[src/rtl/ap3_fifo_pkg.sv]
// Shared constants and helpers for the AP3 RAM FIFO controller.
package ap3_fifo_pkg;

  // Widest supported address is 11 bits, so thresholds fit in 12 bits.
  localparam int unsigned ADDR_W_MAX = 11;
  localparam int unsigned THR_W      = ADDR_W_MAX + 1;

  // Threshold select encoding, shared with the RAM's UPAE/UPAF inputs.
  typedef enum logic [1:0] {
    THR_1 = 2'b00,
    THR_2 = 2'b01,
    THR_4 = 2'b10,
    THR_8 = 2'b11
  } thr_sel_e;

  // Number of RAM entries addressed by an addr_w-bit pointer.
  function automatic int unsigned fifo_depth(input int unsigned addr_w);
    return 32'd1 << addr_w;
  endfunction

  // Map a 2-bit threshold select to an entry count.
  function automatic logic [THR_W-1:0] thr_decode(input logic [1:0] sel);
    logic [THR_W-1:0] thr;
    case (thr_sel_e'(sel))
      THR_1:   thr = THR_W'(1);
      THR_2:   thr = THR_W'(2);
      THR_4:   thr = THR_W'(4);
      THR_8:   thr = THR_W'(8);
      default: thr = THR_W'(1);
    endcase
    return thr;
  endfunction

endpackage

[src/rtl/ap3_fifo_ctl.sv]
// FIFO controller driving the AP3 dual-port RAM strobes and addresses,
// tracking occupancy and producing level and sticky error flags.
module ap3_fifo_ctl
  import ap3_fifo_pkg::*;
#(
  parameter int unsigned ADDR_W = 9
) (
  input  logic              clk,
  input  logic              rst,
  input  logic              flush,
  input  logic              push,
  input  logic              pop,
  input  logic [1:0]        ae_sel,
  input  logic [1:0]        af_sel,
  output logic              wen,
  output logic [ADDR_W-1:0] waddr,
  output logic              ren,
  output logic [ADDR_W-1:0] raddr,
  output logic              rvalid,
  output logic [ADDR_W:0]   count,
  output logic              empty,
  output logic              full,
  output logic              aempty,
  output logic              afull,
  output logic              ovf,
  output logic              udf
);

  localparam int unsigned DEPTH = fifo_depth(ADDR_W);
  localparam int unsigned CNT_W = ADDR_W + 1;
  localparam logic [CNT_W-1:0] DEPTH_C = CNT_W'(DEPTH);

  logic [ADDR_W-1:0] wptr;
  logic [ADDR_W-1:0] rptr;
  logic [CNT_W-1:0]  thr_ae;
  logic [CNT_W-1:0]  thr_af;
  logic              push_ok;
  logic              pop_ok;

  // Accept decisions and level flags, all from the registered count.
  always_comb begin
    empty   = (count == '0);
    full    = (count == DEPTH_C);
    push_ok = push & ~full & ~flush;
    pop_ok  = pop & ~empty & ~flush;
    wen     = push_ok;
    ren     = pop_ok;
    waddr   = wptr;
    raddr   = rptr;
    thr_ae  = CNT_W'(thr_decode(ae_sel));
    thr_af  = CNT_W'(thr_decode(af_sel));
    aempty  = (count <= thr_ae);
    afull   = (count >= (DEPTH_C - thr_af));
  end

  // Pointers, occupancy, read-valid pipeline and sticky error flags.
  always_ff @(posedge clk or posedge rst) begin
    if (rst) begin
      wptr   <= '0;
      rptr   <= '0;
      count  <= '0;
      rvalid <= 1'b0;
      ovf    <= 1'b0;
      udf    <= 1'b0;
    end else if (flush) begin
      wptr   <= '0;
      rptr   <= '0;
      count  <= '0;
      rvalid <= 1'b0;
      ovf    <= 1'b0;
      udf    <= 1'b0;
    end else begin
      wptr   <= wptr + ADDR_W'(push_ok);
      rptr   <= rptr + ADDR_W'(pop_ok);
      count  <= count + CNT_W'(push_ok) - CNT_W'(pop_ok);
      rvalid <= pop_ok;
      ovf    <= ovf | (push & full);
      udf    <= udf | (pop & empty);
    end
  end

endmodule

[config.mk]
export PLATFORM = sky130hd
export DESIGN_NAME = ap3_fifo_ctl
export DESIGN_NICKNAME = d
export VERILOG_FILES = /design/src/rtl/ap3_fifo_pkg.sv /design/src/rtl/ap3_fifo_ctl.sv
export SDC_FILE = /design/constraint.sdc
export NUM_CORES = 1
export LEC_CHECK = 0
export ABC_CLOCK_PERIOD_IN_PS = 4900
export CAP_MARGIN = 15
export CELL_PAD_IN_SITES_DETAIL_PLACEMENT = 1
export CELL_PAD_IN_SITES_GLOBAL_PLACEMENT = 2
export CORE_UTILIZATION = 33
export CTS_BUF_LIST = sky130_fd_sc_hd__clkbuf_16
export CTS_CLUSTER_SIZE = 10
export DETAILED_ROUTE_END_ITERATION = 16
export GPL_TIMING_DRIVEN = 1
export PLACE_DENSITY_LB_ADDON = 0.25
export SETUP_SLACK_MARGIN = 0.2
export SLEW_MARGIN = 25
export SYNTH_ARGS = -nofsm -noshare
export SYNTH_HDL_FRONTEND = slang
export SYNTH_SLANG_ARGS = --single-unit
[constraint.sdc]
create_clock -name clk -period 4.9 [get_ports clk]
set_input_delay 0.49 -clock clk [delete_from_list [all_inputs] [get_ports clk]]
set_output_delay 0.49 -clock clk [all_outputs]
set_load 0.05 [all_outputs]
# --- After elaboration in Yosys (flattened, before gate mapping) ---
# Index checks and enable logic that the tools add are counted.
classes:
  add_sub_neg: 5
  reduce_logical: 3
  mux: 8
  bitwise: 11
  magnitude_cmp: 2
  eq_ne: 7
ops:
  columns: ["op", "n"]
  rows:
  - ["10-bit one-hot mux with 4 select lines", 2]
  - ["9-bit by 1-bit adder with 9-bit output", 2]
  - ["9-bit 2-to-1 mux", 2]
  - ["10-bit by 1-bit adder with 10-bit output", 1]
  - ["10-bit == test (second input constant)", 1]
  - ["10-bit greater-or-equal comparator", 1]
  - ["10-bit <= comparator", 1]
  - ["10-bit logical NOT", 1]
  - ["10-bit 2-to-1 mux", 1]
  - ["10-bit by 1-bit subtractor with 10-bit output", 1]
  - ["10-bit subtractor (first input constant)", 1]
  - ["2-bit == test (second input constant)", 4]
  - ["1-bit bitwise AND", 6]
  - ["2-bit by 1-bit == test with 1-bit output (second input constant)", 2]
  - ["2-bit logical NOT", 2]
  - ["1-bit 2-to-1 mux", 3]
  - ["1-bit inverter", 3]
  - ["1-bit bitwise OR", 2]
totals:
  in_bits: 9
  regBits: 31
  elab_cells: 42

# --- Depth between registers and ports, before layout ---
logic_depth:
  depth_word: 7
  depth_mapped: 13
  depth_no_buf: 13

# --- Worst setup path before layout ---
# OpenSTA, ideal clock, no wires.
synth_timing:
  kind: "register to register"
  start: "register count[5]"
  end: "register count[8]"
  path_stages_with_launch: 13
  required_time_ns: 4.768
  slack_ns: -0.451
  path_buffers: 0
  t_arrival_ns: 5.219
  cell_sequence: "dfrtp_1 > inv_1 > ha_1 > nand3_1 > nor4b_1 > nor3b_1 > ha_1 > fa_1 > a21oi_1 > nor4_1 > o31a_1 > xnor2_1 > nor2_1"
synth_between:
  elab_chain_len: 7
  elab_cells_between_ends: 11
synth_lines:
  columns: ["item", "line_no", "text"]
  rows:
  - ["from (decl)", "ap3_fifo_ctl.sv:20", "output logic [ADDR_W:0] count,"]
  - ["from (signal assigned)", "ap3_fifo_ctl.sv:75", "count <= count + CNT_W'(push_ok) - CNT_W'(pop_ok);"]
  - ["10-bit == test", "ap3_fifo_ctl.sv:43", "full = (count == DEPTH_C);"]
  - ["named net full", "ap3_fifo_ctl.sv:22", "output logic full,"]
  - ["1-bit inverter", "ap3_fifo_ctl.sv:44", "push_ok = push & ~full & ~flush;"]
  - ["1-bit bitwise AND (2 in series)", "ap3_fifo_ctl.sv:44", null]
  - ["named net wen", "ap3_fifo_ctl.sv:15", "output logic wen,"]
  - ["10-bit by 1-bit adder with 10-bit output", "ap3_fifo_ctl.sv:75", null]
  - ["10-bit by 1-bit subtractor with 10-bit output", "ap3_fifo_ctl.sv:75", null]
  - ["10-bit 2-to-1 mux", "ap3_fifo_ctl.sv:65", "end else if (flush) begin"]
# The timed path passes the listed nets, and every way through them passes these cells.

# --- Final worst setup path ---
layout_timing:
  start: "register count[7]"
  end: "register count[8]"
layout_between:
  elab_chain_len: 7
  elab_cells_between_ends: 11
layout_lines:
  columns: ["item", "line_no"]
  rows:
  - ["10-bit == test", "ap3_fifo_ctl.sv:43"]
  - ["1-bit inverter", "ap3_fifo_ctl.sv:44"]
  - ["1-bit bitwise AND (2 in series)", "ap3_fifo_ctl.sv:44"]
  - ["10-bit by 1-bit adder with 10-bit output", "ap3_fifo_ctl.sv:75"]
  - ["10-bit by 1-bit subtractor with 10-bit output *", "ap3_fifo_ctl.sv:75"]
  - ["10-bit 2-to-1 mux *", "ap3_fifo_ctl.sv:65"]
# Mark *: on every way between the ends. The rest lies on a longest branch, timed or not.

==> qor.txt <==
Count of cell types in the netlist: 34
Slew Limit Fails: 0
Mapped Cells: 215
Final min period: 3.31 ns
Vias: 1,654
Setup tns final: 0 ns
Clock share of power: 19.6%
Cell Chain, Critical Path: inv_1 -> ha_1 -> nand3_1 -> nor4b_2 -> nor3b_1 -> xnor2_1 -> ha_1 -> fa_1 -> a21oi_1 -> nor4_1 -> o31a_1 -> xnor2_1 -> nor2_1
Share of cells above drive strength 1: 6.74%
RD Place Congestion: 0.733
Core ar.: 0.00599 mm^2
Cts hold-fix bufs: 0
First DRT Iteration DRCs: 47
Largest family of logic cells by synthesized area: adder cells
Max Freq: 302 MHz
Reported net switching power: 0.000712 W
Max-cap violations: 0
Multiplexer area fraction after synthesis: 0.543%
Initial antenna violation count: 0
First-pass GRT wire length: 8740 um
Yosys reg bits: 31
Top Ports: 46
Final period util: 67.6%
Clock sinks: 31
Clk Latency, worst-skew pair: 0.27 ns
Root Driver: clkbuf_16
Most frequent cells in the layout: clkdlybuf4s50_1 (45), ha_1 (33), dfrtp_1 (31)
GRT Residual Overflow: 0
M2 GR Usage: 28.6%
Rows: 28
H-tree Lvls: 2
Power per Cell Area: 561 mW/mm^2
Final wirelength: 5060 um
Element type at the critical path start: flop
DIE AREA: 0.00660 mm^2
XOR/XNOR Fraction of Synth Area: 7.18%
Setup violations, final: 0
Ant diodes: 0
Initial Util: 34.6%
Total Nets Final: 309
Clock Path Buffers: 2
Min-delay src: ovf
Post_cts resized: 0
Post-Layout Cell Count: 342
CP arrival: 3.46 ns
Largest net degree at the start of global routing: 34
VDD IR-drop max: 0.252 mV
Die width: 81.3 um
Post-CTS Setup Inserts: 0
Syn Area/Cell: 9.64 um^2
Sequential power share: 22.2%
Worst path required time: 5.05 ns
Slowest cell on crit path: nor4b_2
CTS tree: done
Critical Path Max Stage Delay: 0.44 ns
Max FO, Critical Path: 5
Port Buf Inserts: 45
CP Launch Point: count[7]
Worst Path Class, Setup: reg2reg
Area added between synthesis and finish: 33.7%
Net Sw Frac: 45.7%
Synth warn: 0
Commonest non-fill, non-tap cell in the layout: clkdlybuf4s50_1
Vias per cell: 4.84
Gr busiest metal: met2
Die height: 81.3 um
Tot GR Track Use: 17.6%
Status: complete, no violations
Least-Margin Pin Slew: 0.575 ns
Crit end category: flop
DR WL/cell: 14.8 um
Post-detailed-route count of antenna-violating nets: 0
Setup Skew: 0.00333 ns
DRC violations left: 0
Synth Area in Compound Gates: 10.7%
Comb power frac: 58.3%
RSZ-0062 raised after global routing: false
Hold crit path type: reg2reg
Pleak: 1.24 nW
Vias in the first global route: 1,758
Endpoints failing hold: 0
Met1 GRT Util: 23.6%
Total iterations of the first detailed-routing run: 4
Synth Area in Adders: 20.9%
CTS Buf Count: 5
Start of the worst register-to-register path: count[7]
M3 GR Usage: 3.71%
Relative slew slack: 61.6%
Inst Count DP: 334
Post-DP HPWL: 3820 um
Sequential-to-total area share from yosys stat: 37.4%
Synth Area in Simple Gates: 19.4%
Int Pwr: 0.000845 W
Mapped Area: 0.00207 mm^2
Clock transition at path regs: 0.06 ns
## stage by stage
step | power [W] | worst slack (ns) | utilization (%) | hold slack, ns | cell area [um^2]
5_1_grt | 0.00168 | 1.29 | 46.3 | 0.578 | 2770
3_3_place_gp | 0.00125 | 1.62 | 43.9 | 0.488 | 2630
3_5_place_dp | 0.00125 | 1.61 | 43.9 | 0.500 | 2630
2_1_floorplan | 0.00101 | 0.337 | - | 0.594 | 2080
6_report | 0.00156 | 1.59 | 46.3 | 0.507 | 2770
4_1_cts | 0.00157 | 1.60 | 46.3 | 0.515 | 2770
## cells by family (layout without fill, tap and decap cells)
group,after synthesis,count (layout)
and+or+nand+nor,77,77
buffers and inverters,19,70
other,2,3
xor gates and xnor gates,17,17
DFF,31,31
muxes,1,1
AOI/OAI and AO/OA,34,34
adders and majority gates,34,34
## synth_stat cells (all sizes together)
master  number  share of area, %
ha          33                20
dfrtp       31                37
nor2        26               4.7
inv         15               2.7
a21oi       12               2.9
nand2       10               1.8
nand3       10               2.4
nor2b        9               2.7
xor2         9               3.8
o21ai        8               1.9
xnor2        8               3.4
or3          6               1.8
a21o         4               1.4
clkbuf       4              0.72
nand2b       3              0.91
nor3b        3               1.1
nor4b        3               1.9
o21bai       3               1.1
a221oi       2               1.4
a31oi        2              0.60
conb         2              0.36
a211oi       1              0.60
and2         1              0.30
and3         1              0.30
fa           1              0.97
mux2         1              0.54
nand3b       1              0.36
nand4        1              0.30
nor3         1              0.24
nor4         1              0.30
o22ai        1              0.30
o31a         1              0.42
or2          1              0.30
## per-layer routing
metal	up-vias	share of wire, %
met5	-	0
met4	0	0.85
met3	5	2.7
met2	25	45
met1	792	51
li1	832	-
## flip-flops by register name, summed over array words and instances (netlist names)
| signal | count |
|---|---|
| rvalid | 1 |
| waddr | 9 |
| count | 10 |
| ovf | 1 |
| raddr | 9 |
| udf | 1 |
## critical path: cells and delay by family, from the launching register on
| kind | cells | cell delay (ns) |
|---|---|---|
| flip-flops | 1 | 0.43 |
| adder cells (fa/ha/maj) | 3 | 0.86 |
| AO/OA/AOI/OAI | 2 | 0.57 |
| buffers and inverters | 1 | 0.11 |
| AND/OR/NAND/NOR | 5 | 0.90 |
| XOR/XNOR | 2 | 0.32 |
## final cells by class
type	count	area [um^2]
clock buffer	5	125
timing repair buffer	47	465
sequential	31	776
multi-input combinational	166	1240
clock inverter	3	20.0
fill	677	3220
tap	75	93.8
inverter	15	56.3
## path summary, 6_finish.rpt
check / to / slack (ns) / cells after the start
max reg2reg: count[8] / 1.59 / 13
min reg2reg: ovf / 0.51 / 2
min in group asynchronous: raddr[5] / 0.60 / 3
max in group asynchronous: raddr[0] / 3.99 / 3
min: ovf / 0.51 / 2
max: count[8] / 1.59 / 13
## power groups by stage
stage	sequential [W]	clock [W]	combinational, W
after floorplan	0.000466	0	0.000543
after global placement	0.000350	0	0.000897
after detailed placement	0.000351	0	0.000901
after CTS	0.000346	0.000314	0.000914
after global routing	0.000354	0.000325	0.00100
final	0.000345	0.000304	0.000907
No activity file was read; power rests on OpenSTA's default activity.
